==> src/rtl/stream_accumulator_if.sv <==
// ---------------------------------------------------------------------------
// stream_accumulator_if
//
// Operand and result handshake bundle for stream_accumulator.
//
// Signals:
//   in_data   [WIDTH]  operand from the source
//   in_valid           operand valid
//   in_ready           accumulator can accept an operand
//   out_data  [WIDTH]  completed batch sum (mod 2^WIDTH)
//   out_ovf            carry-out occurred somewhere in the batch
//   out_valid          result valid
//   out_ready          sink accepts the result
//
// Modports:
//   master - the environment side (drives operands, consumes results)
//   slave  - the accumulator side
// ---------------------------------------------------------------------------
interface stream_accumulator_if #(
  parameter int WIDTH = 4
);

  logic [WIDTH-1:0] in_data;
  logic             in_valid;
  logic             in_ready;
  logic [WIDTH-1:0] out_data;
  logic             out_ovf;
  logic             out_valid;
  logic             out_ready;

  modport master (
    output in_data,
    output in_valid,
    output out_ready,
    input  in_ready,
    input  out_data,
    input  out_ovf,
    input  out_valid
  );

  modport slave (
    input  in_data,
    input  in_valid,
    input  out_ready,
    output in_ready,
    output out_data,
    output out_ovf,
    output out_valid
  );

endinterface

==> src/rtl/stream_accumulator.sv <==
// ---------------------------------------------------------------------------
// stream_accumulator
//
// Sums COUNT consecutive accepted WIDTH-bit operands modulo 2^WIDTH and
// presents each batch sum, together with a sticky carry-overflow flag, on an
// output valid/ready handshake.
//
// Ports:
//   clk  - rising-edge clock
//   rst  - asynchronous active-high reset
//   clr  - synchronous batch abort (drops partial sum and pending result)
//   bus  - stream_accumulator_if.slave: operand in / result out handshakes
//
// Two states: ACC collects operands (in_ready=1), OUT holds the result until
// the sink takes it (out_valid=1). All outputs are registered except
// in_ready, which is a pure decode of the state register.
// ---------------------------------------------------------------------------
module stream_accumulator #(
  parameter int WIDTH = 4,
  parameter int COUNT = 4
) (
  input  logic                  clk,
  input  logic                  rst,
  input  logic                  clr,
  stream_accumulator_if.slave   bus
);

  localparam int CNT_W = (COUNT > 1) ? $clog2(COUNT) : 1;
  localparam logic [CNT_W-1:0] CNT_LAST = CNT_W'(COUNT - 1);
  localparam logic [CNT_W-1:0] CNT_ONE  = CNT_W'(1);

  typedef enum logic [0:0] {
    ST_ACC = 1'b0,
    ST_OUT = 1'b1
  } state_e;

  state_e           state_q;
  logic [WIDTH-1:0] acc_q;
  logic             ovf_q;
  logic [CNT_W-1:0] cnt_q;
  logic [WIDTH-1:0] out_data_q;
  logic             out_ovf_q;
  logic             out_valid_q;

  // Running sum one bit wider than the accumulator; the MSB is the carry.
  logic [WIDTH:0]   add_d;
  logic             in_ready_s;
  logic             accept_s;

  // Widened add of the current accumulator and the incoming operand.
  always_comb begin
    add_d = {1'b0, acc_q} + {1'b0, bus.in_data};
  end

  assign in_ready_s = (state_q == ST_ACC);
  assign accept_s   = bus.in_valid & in_ready_s;

  // Batch FSM: accumulate, publish result, wait for the sink.
  always_ff @(posedge clk or posedge rst) begin
    if (rst) begin
      state_q     <= ST_ACC;
      acc_q       <= '0;
      ovf_q       <= 1'b0;
      cnt_q       <= '0;
      out_data_q  <= '0;
      out_ovf_q   <= 1'b0;
      out_valid_q <= 1'b0;
    end else if (clr) begin
      // Abort wins over any handshake in the same cycle; the last published
      // result value stays on out_data/out_ovf.
      state_q     <= ST_ACC;
      acc_q       <= '0;
      ovf_q       <= 1'b0;
      cnt_q       <= '0;
      out_valid_q <= 1'b0;
    end else begin
      case (state_q)
        ST_ACC: begin
          if (accept_s) begin
            if (cnt_q == CNT_LAST) begin
              // Last operand of the batch: publish straight from the adder
              // so the result appears one cycle after this accept.
              out_data_q  <= add_d[WIDTH-1:0];
              out_ovf_q   <= ovf_q | add_d[WIDTH];
              out_valid_q <= 1'b1;
              acc_q       <= '0;
              ovf_q       <= 1'b0;
              cnt_q       <= '0;
              state_q     <= ST_OUT;
            end else begin
              acc_q <= add_d[WIDTH-1:0];
              ovf_q <= ovf_q | add_d[WIDTH];
              cnt_q <= cnt_q + CNT_ONE;
            end
          end
        end
        ST_OUT: begin
          if (bus.out_ready) begin
            out_valid_q <= 1'b0;
            state_q     <= ST_ACC;
          end
        end
        default: begin
          state_q     <= ST_ACC;
          out_valid_q <= 1'b0;
        end
      endcase
    end
  end

  assign bus.in_ready  = in_ready_s;
  assign bus.out_data  = out_data_q;
  assign bus.out_ovf   = out_ovf_q;
  assign bus.out_valid = out_valid_q;

endmodule

==> src/flat_wrapper.sv <==
// flat-port wrapper written by rule: the top's interface ports become plain ports
module stream_accumulator_flat 
#(
  parameter int WIDTH = 4,
  parameter int COUNT = 4
)
  (clk, rst, clr, bus_in_data, bus_in_valid, bus_out_ready, bus_in_ready, bus_out_data, bus_out_ovf, bus_out_valid);
  stream_accumulator_if #(.WIDTH(WIDTH)) bus_i ();
  input  logic clk;
  input  logic rst;
  input  logic clr;
  input wire logic [$bits(bus_i.in_data)-1:0] bus_in_data;
  input wire logic [$bits(bus_i.in_valid)-1:0] bus_in_valid;
  input wire logic [$bits(bus_i.out_ready)-1:0] bus_out_ready;
  output wire logic [$bits(bus_i.in_ready)-1:0] bus_in_ready;
  output wire logic [$bits(bus_i.out_data)-1:0] bus_out_data;
  output wire logic [$bits(bus_i.out_ovf)-1:0] bus_out_ovf;
  output wire logic [$bits(bus_i.out_valid)-1:0] bus_out_valid;
  assign bus_i.in_data = bus_in_data;
  assign bus_i.in_valid = bus_in_valid;
  assign bus_i.out_ready = bus_out_ready;
  assign bus_in_ready = bus_i.in_ready;
  assign bus_out_data = bus_i.out_data;
  assign bus_out_ovf = bus_i.out_ovf;
  assign bus_out_valid = bus_i.out_valid;
  stream_accumulator #(.WIDTH(WIDTH), .COUNT(COUNT)) u_core (.clk(clk), .rst(rst), .clr(clr), .bus(bus_i));
endmodule
==> config.mk <==
export PLATFORM = sky130hd
export DESIGN_NAME = stream_accumulator_flat
export DESIGN_NICKNAME = d
export VERILOG_FILES = /design/src/rtl/stream_accumulator_if.sv /design/src/rtl/stream_accumulator.sv /design/src/flat_wrapper.sv
export SDC_FILE = /design/constraint.sdc
export NUM_CORES = 1
export LEC_CHECK = 0
export CAP_MARGIN = 25
export CORE_MARGIN = 1.5
export CORE_UTILIZATION = 39
export CTS_CLUSTER_DIAMETER = 50
export CTS_CLUSTER_SIZE = 25
export DETAILED_ROUTE_END_ITERATION = 10
export PLACE_DENSITY_LB_ADDON = 0.1
export SETUP_SLACK_MARGIN = 0.4
export SYNTH_ARGS = -nofsm -noshare
export SYNTH_HDL_FRONTEND = slang
export SYNTH_SLANG_ARGS = --single-unit
==> constraint.sdc <==
create_clock -name clk -period 4.6 [get_ports clk]
set_input_delay 0.46 -clock clk [delete_from_list [all_inputs] [get_ports clk]]
set_output_delay 0.46 -clock clk [all_outputs]
set_load 0.1 [all_outputs]
### Word level (Yosys, flattened, before mapping)

Index checks and enable logic that the tools add are counted.

| storage, ports and cells | value |
|---|---|
| output and inout bits | 7 |
| memories | 0 |
| bits in writable memories | 0 |
| bits in latches | 0 |
| ROM bits | 0 |
| logic and storage cells | 44 |
| bits of input ports | 9 |
| register bits after elaboration | 14 |

| operators by class | value |
|---|---|
| equality and inequality tests | 5 |
| shift operators | 0 |
| $add $sub $neg | 2 |
| divide/modulo/power cells | 0 |
| muxes and demuxes | 22 |
| order comparisons | 0 |
| multiply operators | 0 |
| reduce and logical (&&, ||, !) cells | 4 |
| bitwise logic cells | 4 |

Operators by type and width:

| operator | count |
|---|---|
| $mux 4 | 4 |
| $mux 1 | 12 |
| $ne 3x3->1 const B | 3 |
| $mux 2 | 4 |
| $add 4x4->5 | 1 |
| $pmux 1 s2 | 2 |
| $reduce_and 4->1 | 1 |
| $reduce_and 3->1 | 1 |
| $add 2x1->2 const B | 1 |
| $eq 2x2->1 const B | 1 |
| $ne 2x2->1 const B | 1 |
| $not 1->1 | 2 |
| $reduce_and 2->1 | 1 |
| $reduce_bool 2->1 | 1 |
| $and 1x1->1 | 1 |
| $or 1x1->1 | 1 |

### Longest topological paths before layout

Gate-level depths: netlist (run 1).

| logic depth | value |
|---|---|
| depth in word-level cells | 6 |
| mapped depth | 5 |

### Worst setup path after synthesis (run 1)

No wires, ideal clock.

| path | value |
|---|---|
| kind | input to register |
| start | input bus_in_data[0] |
| end | register u_core.out_ovf_q, in the netlist u_core.bus.out_ovf |
| stages on the path | 5 |
| arrival time | 1.572 ns |
| data required time | 4.470 ns |
| path slack | 2.898 ns |
| cells stage by stage | ha_1 fa_1 a21o_1 a211oi_1 a21oi_1 |

| between the ends | value |
|---|---|
| word-level cells in the longest chain between the ends | 2 |

RTL lines:

| what | line | text |
|---|---|---|
| start: declaration | flat_wrapper.sv:12 | `input wire logic [$bits(bus_i.in_data)-1:0] bus_in_data;` |
| $add 4x4->5 | stream_accumulator.sv:52 | `add_d = {1'b0, acc_q} + {1'b0, bus.in_data};` |
| $or 1x1->1 | stream_accumulator.sv:84 | `out_ovf_q <= ovf_q \| add_d[WIDTH];` |
| end signal: assignment | stream_accumulator.sv:84 |  |
| end: declaration | stream_accumulator.sv:42 | `logic out_ovf_q;` |

No other way between the ends.
A chain may end at the register's enable or synchronous reset.

### Final worst setup path (run 1)

| path | value |
|---|---|
| start | register u_core.state_q |
| end | output bus_in_ready |

| between the ends | value |
|---|---|
| word-level cells in the longest chain between the ends | 1 |

RTL lines:

| what | line | text |
|---|---|---|
| start: declaration | stream_accumulator.sv:37 | `state_e state_q;` |
| start signal: assignment | stream_accumulator.sv:61 | `state_q <= ST_ACC;` |
| start signal: assignment | stream_accumulator.sv:71 | `state_q <= ST_ACC;` |
| start signal: assignment | stream_accumulator.sv:89 | `state_q <= ST_OUT;` |
| $not 1->1 (no line) | - |  |
| end: declaration | flat_wrapper.sv:15 | `output wire logic [$bits(bus_i.in_ready)-1:0] bus_in_ready;` |

No other way between the ends.

==> results of run 1 <==
==> final timing paths <==
kind                                          end  slack [ns]  depth (start not counted)
setup / recovery                     bus_in_ready        2.20                          2
hold / removal                    u_core.acc_q[3]        0.50                          2
setup reg to reg                     u_core.ovf_q        2.87                          5
hold reg to reg            u_core.bus.out_data[0]        0.51                          1
max in group asynchronous         u_core.acc_q[0]        3.75                          2
min in group clk           u_core.bus.out_data[0]        0.51                          1
==> state kept, by name (all words and copies together), names as in the netlist <==
register              flops
u_core.bus.out_data       4
u_core.state_q            1
u_core.bus.out_ovf        1
u_core.cnt_q              2
u_core.bus.out_valid      1
u_core.ovf_q              1
u_core.acc_q              4
==> per-stage QoR <==
| stage | hold slack, ns | std cells |
|---|---|---|
| 2_1_floorplan | 0.349 | 73 |
| 3_3_place_gp | 0.491 | 110 |
| 3_5_place_dp | 0.499 | 110 |
| 4_1_cts | 0.518 | 114 |
| 5_1_grt | 0.534 | 114 |
| 6_report | 0.500 | 114 |
==> critical path, stage by stage (launching register included) <==
cell             delay (ns)
dfrtp_1                0.44
inv_1                  0.09
clkdlybuf4s50_1        1.13
==> power groups by stage <==
| stage | clock, mW | combinational, mW | sequential, mW |
|---|---|---|---|
| after CTS | 0.0925 | 0.141 | 0.145 |
| after global routing | 0.0986 | 0.150 | 0.147 |
| after detailed placement | 0 | 0.141 | 0.147 |
| after global placement | 0 | 0.140 | 0.148 |
| after floorplan | 0 | 0.0404 | 0.212 |
| final | 0.0896 | 0.140 | 0.145 |
==> final cells by class <==
type / count / area (µm²)
clock buffer: 4 / 36.3
fill: 166 / 828
inverter: 4 / 15.0
multi-input combinational: 52 / 372
sequential: 14 / 350
tap: 25 / 31.3
timing repair buffer: 15 / 150
==> logic make-up after synthesis <==
logic type	after synthesis	synth area share [%]
flip-flops	14	45.8
multiplexers	2	2.95
buffers and inverters	7	5.56
adder cells (fa/ha/maj)	6	10.8
AO/OA/AOI/OAI	16	13.6
AND/OR/NAND/NOR	27	20.1
XOR/XNOR	1	1.15
==> metal layers <==
layer	up-vias	global-route usage [%]	part of all wire, %	routed length (µm)
li1	295	-	-	-
met1	266	24.4	50	738
met3	4	4.62	3.6	53
met4	0	10.0	1.5	23
met5	-	0	0	0
met2	14	24.6	45	669
==> synth_stat cells, drive strengths merged (2+ instances only) <==
master and n:
ha 5, a31o 2, a21oi 7, nand3 5, or3 3, buf 3
nand2 7, dfrtp 14, nor2b 2, a21o 2, nor2 4, mux2 2
inv 4
==> run_results.csv, run 1 <==
group,metric,value,unit
cts,clk_pin_slew,0.09,ns
pwr,vdd_drop_max,0.000193,V
setup_path,worstPathRequired,4.14,ns
cts,post_cts.repair.setup_buffers,0,
yosys,netlist.area_leader.share,45.8,%
final_layout,nets,105,
final_layout,syn_to_final_growth,24.9,%
setup_path,cp-end-kind,"primary output",
timing,slew_viol_final,0,
final_layout,final_common_cell,"clkdlybuf4s50_1",
timing,fin_crit,2.40,ns
final_layout,layout_common_cells,"clkdlybuf4s50_1 (15), dfrtp_1 (14), nand2_1 (7), a21oi_1 (7)",
yosys,ys_types,27,
timing,max_freq,417,MHz
final_layout,final_util,53.5,%
global_routing,grt_max_degree,15,
yosys,synth_largest_area_cell,"dfrtp_1",
timing,clock_skew,0.00476,ns
routing,num_vias,579,
global_routing,grt_pass1_vias,552,
yosys,synth_seq_cells,14,
yosys,synth_edf_count,0,
die,fp.dieW,47.3,µm
routing,post_drt_via_cell_ratio,5.08,
pwr,switching_share,39.2,%
setup_path,crit_fanout,7,
global_routing,grt_overflow,0,
pwr,p_leak,0.444,nW
die,initial_core_util,42.9,%
global_routing,grt_pass1_wl,2610,µm
cts,clock_path_buffers,2,
placed_design,place_area,918,µm²
placed_design,gp_congestion,0.756,
timing,setup-violations-final,0,
cts,numCtsBuffers,3,
setup_path,startpoint,"u_core.state_q",
yosys,syn_area,764,µm²
yosys,syn-instance-count,73,
cts,ctsHoldBuffers,0,
yosys,ys_warn_count,0,
routing,drt_iter0_drc,6,
timing,fin_ws,2.20,ns
min_path,hp-class,"primary input to async pin",
pwr,power.net_switching,0.147,mW
pwr,p_comb_share,37.4,%
timing,rsz0062_at_grt,"no",
die,die_y,47.3,µm
yosys,syn_avg_cell_area,10.5,µm²
run_status,outcome,"complete, no violations",
global_routing,antenna_found_initial,0,
die,ios,16,
routing,route.detailed.drc,0,
timing,setup-tns-final,0,ns
pwr,p_int,0.228,mW
cts,cts-root-buf,"clkbuf_4",
setup_path,r2r-start,"u_core.acc_q[0]",
routing,avgRoutedWirePerCell,13.0,µm
timing,tightest_slew,0.973,ns
routing,postRouteAntennaNets,0,
yosys,synthArstFlopShare,100,%
setup_path,crit_path_start_kind,"flop",
yosys,synth_area_leaders,"dfrtp_1 (46%), ha_1 (8.2%), a21oi_1 (4.6%)",
pwr,pwr-share-clk,23.9,%
die,rows,15,
final_layout,layout-drive-gt1-share,11.2,%
timing,timing.final.crit_share,52.2,%
pwr,seq_power_share,38.7,%
setup_path,worstPathArrival,1.94,ns
setup_path,critPathKind,"flop to primary output",
pwr,total_power,0.375,mW
yosys,synthFlopType,"dfrtp_1",
flow_run,maxCapViolations,0,
cts,clk_latency,0.28,ns
final_layout,diodes,0,
cts,cts.sink_count,14,
routing,drt-total-wl,1490,µm
yosys,seq_area_frac_synth,45.8,%
placed_design,dpl.hpwl,1100,µm
cts,ctsResizeCount,0,
cts,cts_tree,"built",
routing,dr.pass1.iters,4,
die,die_area,2230,µm²
die,fp.coreArea,1780,µm²
cts,h-tree-depth,1,
yosys,synth_nets,88,
placed_design,post-place-ws,2.37,ns
timing,slew_headroom,35.0,%
global_routing,grt_usage,17.6,%
timing,final-hold-violation-count,0,
final_layout,final_area,955,µm²
placed_design,place.port_buffers,15,
pwr,powerDensity,392,nW/µm²
No activity file was read; power rests on OpenSTA's default activity.
==> inputs of run 2 (changes only) <==
clock period = 2.45 ns   (was 4.6 ns; I/O delays follow)
==> run 2 against run 1 <==
Effect of this change: utilization is 0.56 points lower; global-route usage is 0.87 points higher; first-iteration DRC count is 120% higher; clock power is 89% higher; wire length is 3.7% higher; clock skew hardly changed; hold slack worse by 0.21 ns; largest power group unchanged; non-clock buffer count is 1 higher; combinational power is 84% higher; sequential cell count stayed put; sequential power is 88% higher; sequential share of layout area is 0.39 points higher.
==> run_results.csv, run 2 (synthesized netlist as in run 1, its figures left out) <==
group,metric,value,unit
timing,setup-tns-final,0,ns
pwr,total_power,0.701,mW
timing,fin_crit,1.72,ns
setup_path,crit_path_start_kind,"flop",
run_status,outcome,"complete, no violations",
timing,slew_headroom,64.0,%
global_routing,grt_pass1_wl,2710,µm
cts,ctsHoldBuffers,0,
flow_run,maxCapViolations,0,
cts,cts_tree,"built",
final_layout,final_area,945,µm²
setup_path,cp-end-kind,"flop",
routing,route.detailed.drc,0,
placed_design,place_area,908,µm²
placed_design,post-place-ws,0.432,ns
cts,clk_latency,0.28,ns
die,fp.dieW,47.3,µm
timing,max_freq,583,MHz
die,rows,15,
final_layout,diodes,0,
final_layout,n_fill_cell,178,
final_layout,layout-drive-gt1-share,20.0,%
pwr,vdd_drop_max,0.000595,V
cts,clk_pin_slew,0.09,ns
min_path,hp-class,"primary input to async pin",
die,ios,16,
cts,ctsResizeCount,0,
final_layout,final_common_cell,"dfrtp_1",
final_layout,nets,106,
global_routing,grt_pass1_vias,572,
final_layout,layout_common_cells,"dfrtp_1 (14), clkdlybuf4s50_1 (8), buf_4 (8)",
placed_design,dpl.hpwl,1140,µm
setup_path,crit_fanout,2,
pwr,powerDensity,742,nW/µm²
routing,avgRoutedWirePerCell,13.4,µm
timing,tightest_slew,0.539,ns
pwr,p_leak,0.459,nW
cts,cts-root-buf,"clkbuf_4",
die,die_area,2230,µm²
cts,clock_path_buffers,2,
routing,dr.pass1.iters,4,
placed_design,gp_congestion,0.748,
global_routing,grt_max_degree,15,
die,die_y,47.3,µm
timing,rsz0062_at_grt,"no",
cts,numCtsBuffers,3,
timing,clock_skew,0.00464,ns
global_routing,grt_overflow,0,
setup_path,critPathKind,"flop to flop",
routing,postRouteAntennaNets,0,
cts,post_cts.repair.setup_buffers,0,
timing,setup-violations-final,0,
global_routing,antenna_found_initial,0,
routing,post_drt_via_cell_ratio,5.20,
routing,num_vias,598,
routing,drt-total-wl,1540,µm
setup_path,worstPathArrival,1.93,ns
setup_path,worstPathRequired,2.66,ns
die,fp.coreArea,1780,µm²
cts,cts.sink_count,14,
routing,drt_iter0_drc,13,
die,initial_core_util,42.9,%
placed_design,place.port_buffers,15,
timing,slew_viol_final,0,
final_layout,syn_to_final_growth,23.6,%
timing,fin_ws,0.734,ns
cts,h-tree-depth,1,
timing,timing.final.crit_share,70.1,%
global_routing,grt_usage,18.5,%
timing,final-hold-violation-count,0,
==> run 2: stage by stage <==
stage          hold WS, ns  instances  utilization (%)
4_1_cts              0.314        115             53.0
3_3_place_gp         0.495        111             50.9
6_report             0.291        115             53.0
3_5_place_dp         0.496        111             50.9
5_1_grt              0.345        115             53.0
2_1_floorplan        0.134         73                -
==> run 2: layout make-up <==
type | instances | area, µm² | area share [%]
Inverter | 4 | 15.0 | 1.59
Multi-Input combinational cell | 52 | 372 | 39.3
Timing Repair Buffer | 16 | 140 | 14.8
Sequential cell | 14 | 350 | 37.1
Clock buffer | 4 | 36.3 | 3.84
Tap cell | 25 | 31.3 | 3.31
==> run 2: worst max-delay path, stage by stage (launching register included) <==
cell	delay [ns]
dfrtp_1	0.39
ha_1	0.21
fa_1	0.40
xnor2_1	0.17
or3_1	0.31
a21oi_1	0.16
==> run 2: routing by layer <==
| layer | vias to the layer above | share of wire (%) | global-route usage (%) |
|---|---|---|---|
| met5 | - | 0 | 0 |
| met4 | 0 | 2.5 | 10.0 |
| met3 | 5 | 4.7 | 4.62 |
| met2 | 17 | 45 | 28.6 |
| met1 | 276 | 47 | 23.4 |
| li1 | 300 | - | - |
==> run 2: where the power goes <==
| group | total [mW] | internal [mW] | switching (mW) |
|---|---|---|---|
| logic | 0.258 | 0.0742 | 0.184 |
| registers | 0.273 | 0.258 | 0.0157 |
| clock network | 0.169 | 0.0905 | 0.0790 |
==> run 2: worst paths after layout <==
check	startpoint	endpoint	slack [ns]	depth (start not counted)
min in group clk	u_core.bus.out_data[0]	u_core.bus.out_data[0]	0.52	1
setup reg to reg	u_core.acc_q[0]	u_core.acc_q[2]	0.73	5
hold reg to reg	u_core.bus.out_data[0]	u_core.bus.out_data[0]	0.52	1
max in group asynchronous	rst	u_core.bus.out_data[1]	1.80	2
setup / recovery	u_core.acc_q[0]	u_core.acc_q[2]	0.73	5
hold / removal	rst	u_core.acc_q[3]	0.29	2
